$ cat src/rtl/aclk_pkg.sv
// Shared types, limits and helpers for the alarm-clock time counter.
// BCD digit helpers and the 24 h to 12 h hour translation.
package aclk_pkg;

    typedef logic [3:0] bcd_t;

    typedef struct packed {
        logic pm;
        bcd_t ms;
        bcd_t ls;
    } hr12_t;

    localparam int MAX_HR_24 = 23;
    localparam int MAX_MIN   = 59;
    localparam int MAX_SEC   = 59;

    function automatic logic bcd_valid(bcd_t digit, bcd_t max);
        return digit <= max;
    endfunction

    function automatic logic [6:0] bcd_bin(bcd_t ms, bcd_t ls);
        return 7'(ms) * 7'd10 + 7'(ls);
    endfunction

    // Hour 00 reads as 12; 13..23 fold down by 12; pm follows the raw hour.
    function automatic hr12_t to_12h(logic [7:0] h_bcd);
        logic [6:0] h;
        logic [6:0] d;
        hr12_t      r;
        h = bcd_bin(h_bcd[7:4], h_bcd[3:0]);
        if (h == 7'd0)
            d = 7'd12;
        else if (h > 7'd12)
            d = h - 7'd12;
        else
            d = h;
        r.pm = (h >= 7'd12);
        r.ms = (d >= 7'd10) ? 4'd1 : 4'd0;
        r.ls = (d >= 7'd10) ? 4'(d - 7'd10) : 4'(d);
        return r;
    endfunction

endpackage

$ cat src/rtl/aclk_bcd_mod_counter.sv
// Two-digit BCD modulo counter with synchronous load and an at-max flag.
// wrap is high while the value equals MAX, i.e. the next inc rolls to 00.
module aclk_bcd_mod_counter
    import aclk_pkg::*;
#(
    parameter int MAX     = 59,
    parameter int RST_VAL = 0
) (
    input  logic clk,
    input  logic rst,
    input  logic inc,
    input  logic load,
    input  bcd_t load_ms,
    input  bcd_t load_ls,
    output bcd_t ms,
    output bcd_t ls,
    output logic wrap
);

    localparam bcd_t MAX_MS = 4'(MAX / 10);
    localparam bcd_t MAX_LS = 4'(MAX % 10);
    localparam bcd_t RST_MS = 4'(RST_VAL / 10);
    localparam bcd_t RST_LS = 4'(RST_VAL % 10);

    assign wrap = (ms == MAX_MS) && (ls == MAX_LS);

    always_ff @(posedge clk or posedge rst) begin
        if (rst) begin
            ms <= RST_MS;
            ls <= RST_LS;
        end else if (load) begin
            ms <= load_ms;
            ls <= load_ls;
        end else if (inc) begin
            if (wrap) begin
                ms <= 4'd0;
                ls <= 4'd0;
            end else if (ls == 4'd9) begin
                ms <= ms + 4'd1;
                ls <= 4'd0;
            end else begin
                ls <= ls + 4'd1;
            end
        end
    end

endmodule

$ cat src/rtl/aclk_time_counter.sv
// BCD time-of-day counter: optional seconds, checked loads, set-mode
// adjust, 12/24 h display and registered rollover pulses.
module aclk_time_counter
    import aclk_pkg::*;
#(
    parameter bit HAS_SECONDS = 1'b1,
    parameter int RESET_HR    = 0,
    parameter int RESET_MIN   = 0
) (
    input  logic clk,
    input  logic rst,
    input  logic tick,
    input  logic load,
    input  bcd_t new_hr_ms,
    input  bcd_t new_hr_ls,
    input  bcd_t new_min_ms,
    input  bcd_t new_min_ls,
    input  bcd_t new_sec_ms,
    input  bcd_t new_sec_ls,
    input  logic inc_hr,
    input  logic inc_min,
    input  logic mode_12h,
    output bcd_t hr_ms,
    output bcd_t hr_ls,
    output bcd_t min_ms,
    output bcd_t min_ls,
    output bcd_t sec_ms,
    output bcd_t sec_ls,
    output logic pm,
    output logic load_err,
    output logic min_pulse,
    output logic hr_pulse,
    output logic day_pulse
);

    bcd_t  h_ms, h_ls, m_ms, m_ls, s_ms, s_ls;
    logic  h_wrap, m_wrap, s_wrap;
    logic  hr_ok, min_ok, sec_ok, valid;
    logic  load_ok, load_bad, adj, adj_hr, adj_min, adv;
    logic  m_carry, h_carry, d_carry;
    hr12_t h12;

    assign hr_ok  = bcd_valid(new_hr_ms, 4'd9)
                 && bcd_valid(new_hr_ls, 4'd9)
                 && (bcd_bin(new_hr_ms, new_hr_ls)
                     <= 7'(MAX_HR_24));
    assign min_ok = bcd_valid(new_min_ms, 4'd5)
                 && bcd_valid(new_min_ls, 4'd9);
    assign sec_ok = !HAS_SECONDS
                 || (bcd_valid(new_sec_ms, 4'd5)
                     && bcd_valid(new_sec_ls, 4'd9));
    assign valid  = hr_ok && min_ok && sec_ok;

    // A rejected load still owns the cycle: adjust and tick are dropped.
    assign load_ok  = load && valid;
    assign load_bad = load && !valid;
    assign adj      = !load && (inc_hr || inc_min);
    assign adj_hr   = adj && inc_hr;
    assign adj_min  = adj && inc_min;
    assign adv      = !load && !(inc_hr || inc_min) && tick;

    assign m_carry = adv && s_wrap;
    assign h_carry = m_carry && m_wrap;
    assign d_carry = h_carry && h_wrap;

    generate
        if (HAS_SECONDS) begin : g_sec
            aclk_bcd_mod_counter #(
                .MAX     (MAX_SEC),
                .RST_VAL (0)
            ) u_sec (
                .clk     (clk),
                .rst     (rst),
                .inc     (adv),
                .load    (load_ok || adj_min),
                .load_ms (load_ok ? new_sec_ms : 4'd0),
                .load_ls (load_ok ? new_sec_ls : 4'd0),
                .ms      (s_ms),
                .ls      (s_ls),
                .wrap    (s_wrap)
            );
        end else begin : g_nosec
            // Every tick is a whole minute, so it always carries.
            assign s_ms   = 4'd0;
            assign s_ls   = 4'd0;
            assign s_wrap = 1'b1;
        end
    endgenerate

    aclk_bcd_mod_counter #(
        .MAX     (MAX_MIN),
        .RST_VAL (RESET_MIN)
    ) u_min (
        .clk     (clk),
        .rst     (rst),
        .inc     (adj_min || m_carry),
        .load    (load_ok),
        .load_ms (new_min_ms),
        .load_ls (new_min_ls),
        .ms      (m_ms),
        .ls      (m_ls),
        .wrap    (m_wrap)
    );

    aclk_bcd_mod_counter #(
        .MAX     (MAX_HR_24),
        .RST_VAL (RESET_HR)
    ) u_hr (
        .clk     (clk),
        .rst     (rst),
        .inc     (adj_hr || h_carry),
        .load    (load_ok),
        .load_ms (new_hr_ms),
        .load_ls (new_hr_ls),
        .ms      (h_ms),
        .ls      (h_ls),
        .wrap    (h_wrap)
    );

    always_ff @(posedge clk or posedge rst) begin
        if (rst) begin
            load_err  <= 1'b0;
            min_pulse <= 1'b0;
            hr_pulse  <= 1'b0;
            day_pulse <= 1'b0;
        end else begin
            load_err  <= load_bad;
            min_pulse <= m_carry;
            hr_pulse  <= h_carry;
            day_pulse <= d_carry;
        end
    end

    assign h12    = to_12h({h_ms, h_ls});
    assign hr_ms  = mode_12h ? h12.ms : h_ms;
    assign hr_ls  = mode_12h ? h12.ls : h_ls;
    assign pm     = h12.pm;
    assign min_ms = m_ms;
    assign min_ls = m_ls;
    assign sec_ms = s_ms;
    assign sec_ls = s_ls;

endmodule

$ cat config.mk
export PLATFORM = sky130hd
export DESIGN_NAME = aclk_time_counter
export DESIGN_NICKNAME = d
export VERILOG_FILES = /design/src/rtl/aclk_pkg.sv /design/src/rtl/aclk_bcd_mod_counter.sv /design/src/rtl/aclk_time_counter.sv
export SDC_FILE = /design/constraint.sdc
export NUM_CORES = 1
export LEC_CHECK = 0
export BUFFER_PORTS_ARGS = -buffer_cell sky130_fd_sc_hd__buf_2
export CORE_AREA = 2 2 76 78
export DETAILED_ROUTE_END_ITERATION = 10
export DIE_AREA = 0 0 78 80
export PLACE_DENSITY = 0.73
export SLEW_MARGIN = 20
export SYNTH_ARGS = -nofsm -noshare
export SYNTH_HDL_FRONTEND = slang
export SYNTH_SLANG_ARGS = --single-unit
$ cat constraint.sdc
create_clock -name clk -period 8.9 [get_ports clk]
set_input_delay 0.89 -clock clk [delete_from_list [all_inputs] [get_ports clk]]
set_output_delay 0.89 -clock clk [all_outputs]
set_load 0.05 [all_outputs]
==> qor.txt <==
Run status: complete, no violations
Maximum count of clock buffers along a single path: 2
Worst-skew pair later-pin latency: 280 ps
Slew at the pin closest to its max-slew limit: 790 ps
Unique cell type count in the Yosys netlist: 60
CTS root buf: sky130_fd_sc_hd__clkbuf_8
Antenna violations before repair: 0
Top library cells by usage in the layout, fill and taps aside: sky130_fd_sc_hd__buf_2 (59), sky130_fd_sc_hd__nor2_1 (31), sky130_fd_sc_hd__a21oi_1 (29)
TritonCTS clock tree: built
Class of the tightest hold or removal check: reg -> reg
Gr usage total: 0.196
Number of standard cells after synthesis: 306
Max Clock Freq: 205 MHz
Number of hold buffers added after cts: 0
Average cell area after synthesis: 8.48 um2
Static leakage: 1.44 nW
Critical setup path kind: reg -> out
Vias per inst: 5.55
Register area share after synthesis: 0.270
TritonCTS sink count: 28
Setup TNS: 0 ps
Leading register cell type out of synthesis: sky130_fd_sc_hd__dfrtp_1
GRT Residual Overflow: 0
DRC viols: 0
Wire length of the first global-routing pass: 9920 um
Crit path time final: 4870 ps
RSZ-0062 raised after global routing: no
Worst VDD drop: 552 uV
Final RePlAce weighted congestion: 0.870
Area delta synth->final: 16.0%
Estimated wirelength of the detail-placed design: 4780 um
Number of pins with negative max-slew slack in the final report: 0
Site Rows: 27
Net count reported at finish: 418
Effective utilization at floorplan: 0.480
Number of H-tree branching levels: 1
Worst rel slew slack: 0.472
Flip-flop and latch count after synthesis: 28
Area of the mapped netlist: 0.00260 mm2
Most common cell after layout, fill and taps aside: sky130_fd_sc_hd__buf_2
Ports: 60
Quantity of I/O buffers inserted on ports: 59
Total number of vias: 2,385
Mapped Nets: 365
Data arrival at the endpoint of the critical path: 3980 ps
Power per unit of standard cell area: 391 mW/mm2
# diodes: 0
Final WL: 5960 um
Ys async rst share: 1.00
Via count of the first global-routing pass: 2,191
Violation count after the first detailed-routing iteration: 118
Fraction of layout instances using a drive strength above 1: 0.235
Final cell count without fillers: 430
Area of the die: 0.00624 mm2
Number of buffers inserted by post-CTS setup repair: 0
Placed Cells incl. Taps: 426
Ratio of final minimum period to clock period: 0.547
Core area: 0.00541 mm2
Warning count from the yosys run: 0
Number of hold violations in the final report: 0
Worst endpoint required time: 8010 ps
Total CTS buffers: 3
Worst path setup slack after routing: 4030 ps
CP Max Fanout: 8
Final setup skew: 7.79 ps
Max-cap viol count: 0
Number of setup violations in the final report: 0
Die extent in y: 80 um
Clock-pin slew of the registers on the worst-case setup and hold paths: 100 ps
Wire per inst: 13.9 um
Die X-Extent: 78 um
Maximum number of pins on one net before global-route repair: 32
Critical path endpoint category: primary output
Detailed Routing Iterations Pass 1: 4
Post-placement setup slack: 4370 ps
Post-synth EDFFs: 0
Antenna violation net count after detailed routing: 0
Post-cts sizing count: 0
Element type at the critical path start: flip-flop
layout make-up:
cell class | count | area, um2
repair buffers | 60 | 303
inverters | 18 | 67.6
multi-input cells | 248 | 1780
fillers | 516 | 2390
clock buffers | 3 | 41.3
well taps | 72 | 90.1
clock inverters | 1 | 30.0
flip-flops and latches | 28 | 701
power by group:
| group | switching, mW | leakage (nW) | internal [mW] |
|---|---|---|---|
| clock network | 0.0411 | 0.0357 | 0.0603 |
| registers | 0.0508 | 0.367 | 0.157 |
| logic | 0.555 | 1.03 | 0.313 |
| total | 0.647 | 1.44 | 0.530 |
synthesized netlist by cell type (2+ instances only):
master | count | area share
sky130_fd_sc_hd__and4bb_2 | 2 | 0.0096
sky130_fd_sc_hd__nand4_1 | 7 | 0.017
sky130_fd_sc_hd__a21o_1 | 5 | 0.014
sky130_fd_sc_hd__nand2_1 | 14 | 0.020
sky130_fd_sc_hd__or4_1 | 2 | 0.0058
sky130_fd_sc_hd__nor3_1 | 12 | 0.023
sky130_fd_sc_hd__o31ai_1 | 5 | 0.014
sky130_fd_sc_hd__and2_1 | 3 | 0.0072
sky130_fd_sc_hd__buf_2 | 2 | 0.0039
sky130_fd_sc_hd__a31oi_1 | 5 | 0.012
sky130_fd_sc_hd__inv_1 | 18 | 0.026
sky130_fd_sc_hd__or3_1 | 3 | 0.0072
sky130_fd_sc_hd__and3_1 | 3 | 0.0072
sky130_fd_sc_hd__xor2_1 | 6 | 0.020
sky130_fd_sc_hd__fa_1 | 4 | 0.031
sky130_fd_sc_hd__xnor2_1 | 6 | 0.020
sky130_fd_sc_hd__o21a_1 | 2 | 0.0058
sky130_fd_sc_hd__o21ai_2 | 2 | 0.0067
sky130_fd_sc_hd__ha_1 | 24 | 0.12
sky130_fd_sc_hd__dfrtp_1 | 28 | 0.27
sky130_fd_sc_hd__nor2b_1 | 11 | 0.027
sky130_fd_sc_hd__a21oi_1 | 29 | 0.056
sky130_fd_sc_hd__nand3_1 | 9 | 0.017
sky130_fd_sc_hd__clkbuf_1 | 9 | 0.013
sky130_fd_sc_hd__mux2_2 | 2 | 0.0087
sky130_fd_sc_hd__nor3b_1 | 3 | 0.0087
sky130_fd_sc_hd__o21ai_0 | 24 | 0.046
sky130_fd_sc_hd__mux2i_1 | 3 | 0.012
sky130_fd_sc_hd__nor2_1 | 31 | 0.045
sky130_fd_sc_hd__a211oi_1 | 2 | 0.0058
registers in the layout, indices dropped and copies added, names as in the netlist:
name,flops
u_hr.ls,4
min_pulse,1
u_min.ls,4
g_sec.u_sec.ls,4
load_err,1
u_hr.ms,4
g_sec.u_sec.ms,4
day_pulse,1
u_min.ms,4
hr_pulse,1
critical path, stage by stage (launching register included):
cell	delay [ps]
sky130_fd_sc_hd__dfrtp_1	490
sky130_fd_sc_hd__ha_1	340
sky130_fd_sc_hd__ha_1	210
sky130_fd_sc_hd__fa_1	410
sky130_fd_sc_hd__xnor2_2	350
sky130_fd_sc_hd__o21ai_0	220
sky130_fd_sc_hd__a31oi_2	320
sky130_fd_sc_hd__a21oi_1	110
sky130_fd_sc_hd__o31ai_1	100
sky130_fd_sc_hd__ha_1	240
sky130_fd_sc_hd__a41oi_2	140
sky130_fd_sc_hd__or3_1	330
sky130_fd_sc_hd__a31oi_1	150
sky130_fd_sc_hd__buf_2	280
final timing paths:
kind,cells after the start,slack (ps),startpoint,endpoint
worst max-delay path,13,4030,u_hr.ms[1],hr_ls[2]
worst min-delay path,2,600,u_min.ms[3],u_min.ms[3]
worst max register to register,9,6570,u_hr.ms[0],u_hr.ms[3]
worst min register to register,2,600,u_min.ms[3],u_min.ms[3]
max in group asynchronous,2,7820,rst,u_hr.ls[2]
min in group asynchronous,2,670,rst,g_sec.u_sec.ms[2]
kinds of logic (layout without fill, tap and decap cells):
family                   Yosys count  after routing  share of synthesized area
AND/OR/NAND/NOR                  111            111                      0.240
XOR/XNOR                          14             14                     0.0530
buffers and inverters             30             82                     0.0448
flip-flops                        28             28                      0.270
AO/OA/AOI/OAI                     88             88                      0.217
multiplexers                       5              5                     0.0202
adder cells (fa/ha/maj)           30             30                      0.155
routing by layer:
metal | wire length [um] | vias to the layer above | track usage
li1 | - | 1211 | -
met1 | 2790 | 1117 | 0.262
met2 | 2840 | 50 | 0.326
met3 | 251 | 7 | 0.0328
met4 | 74 | 0 | 0.0596
met5 | 0 | - | 0
metrics by stage:
stage | hold slack [ps] | cell area, um2 | utilization | power (mW)
global placement | 575 | 2940 | 0.544 | 1.07
finish | 595 | 3010 | 0.557 | 1.18
floorplan | 611 | 2600 | - | 0.907
CTS | 599 | 3010 | 0.557 | 1.18
detailed placement | 588 | 2940 | 0.544 | 1.07
global route | 636 | 3010 | 0.557 | 1.27
Power figures use the tool's default switching activity.
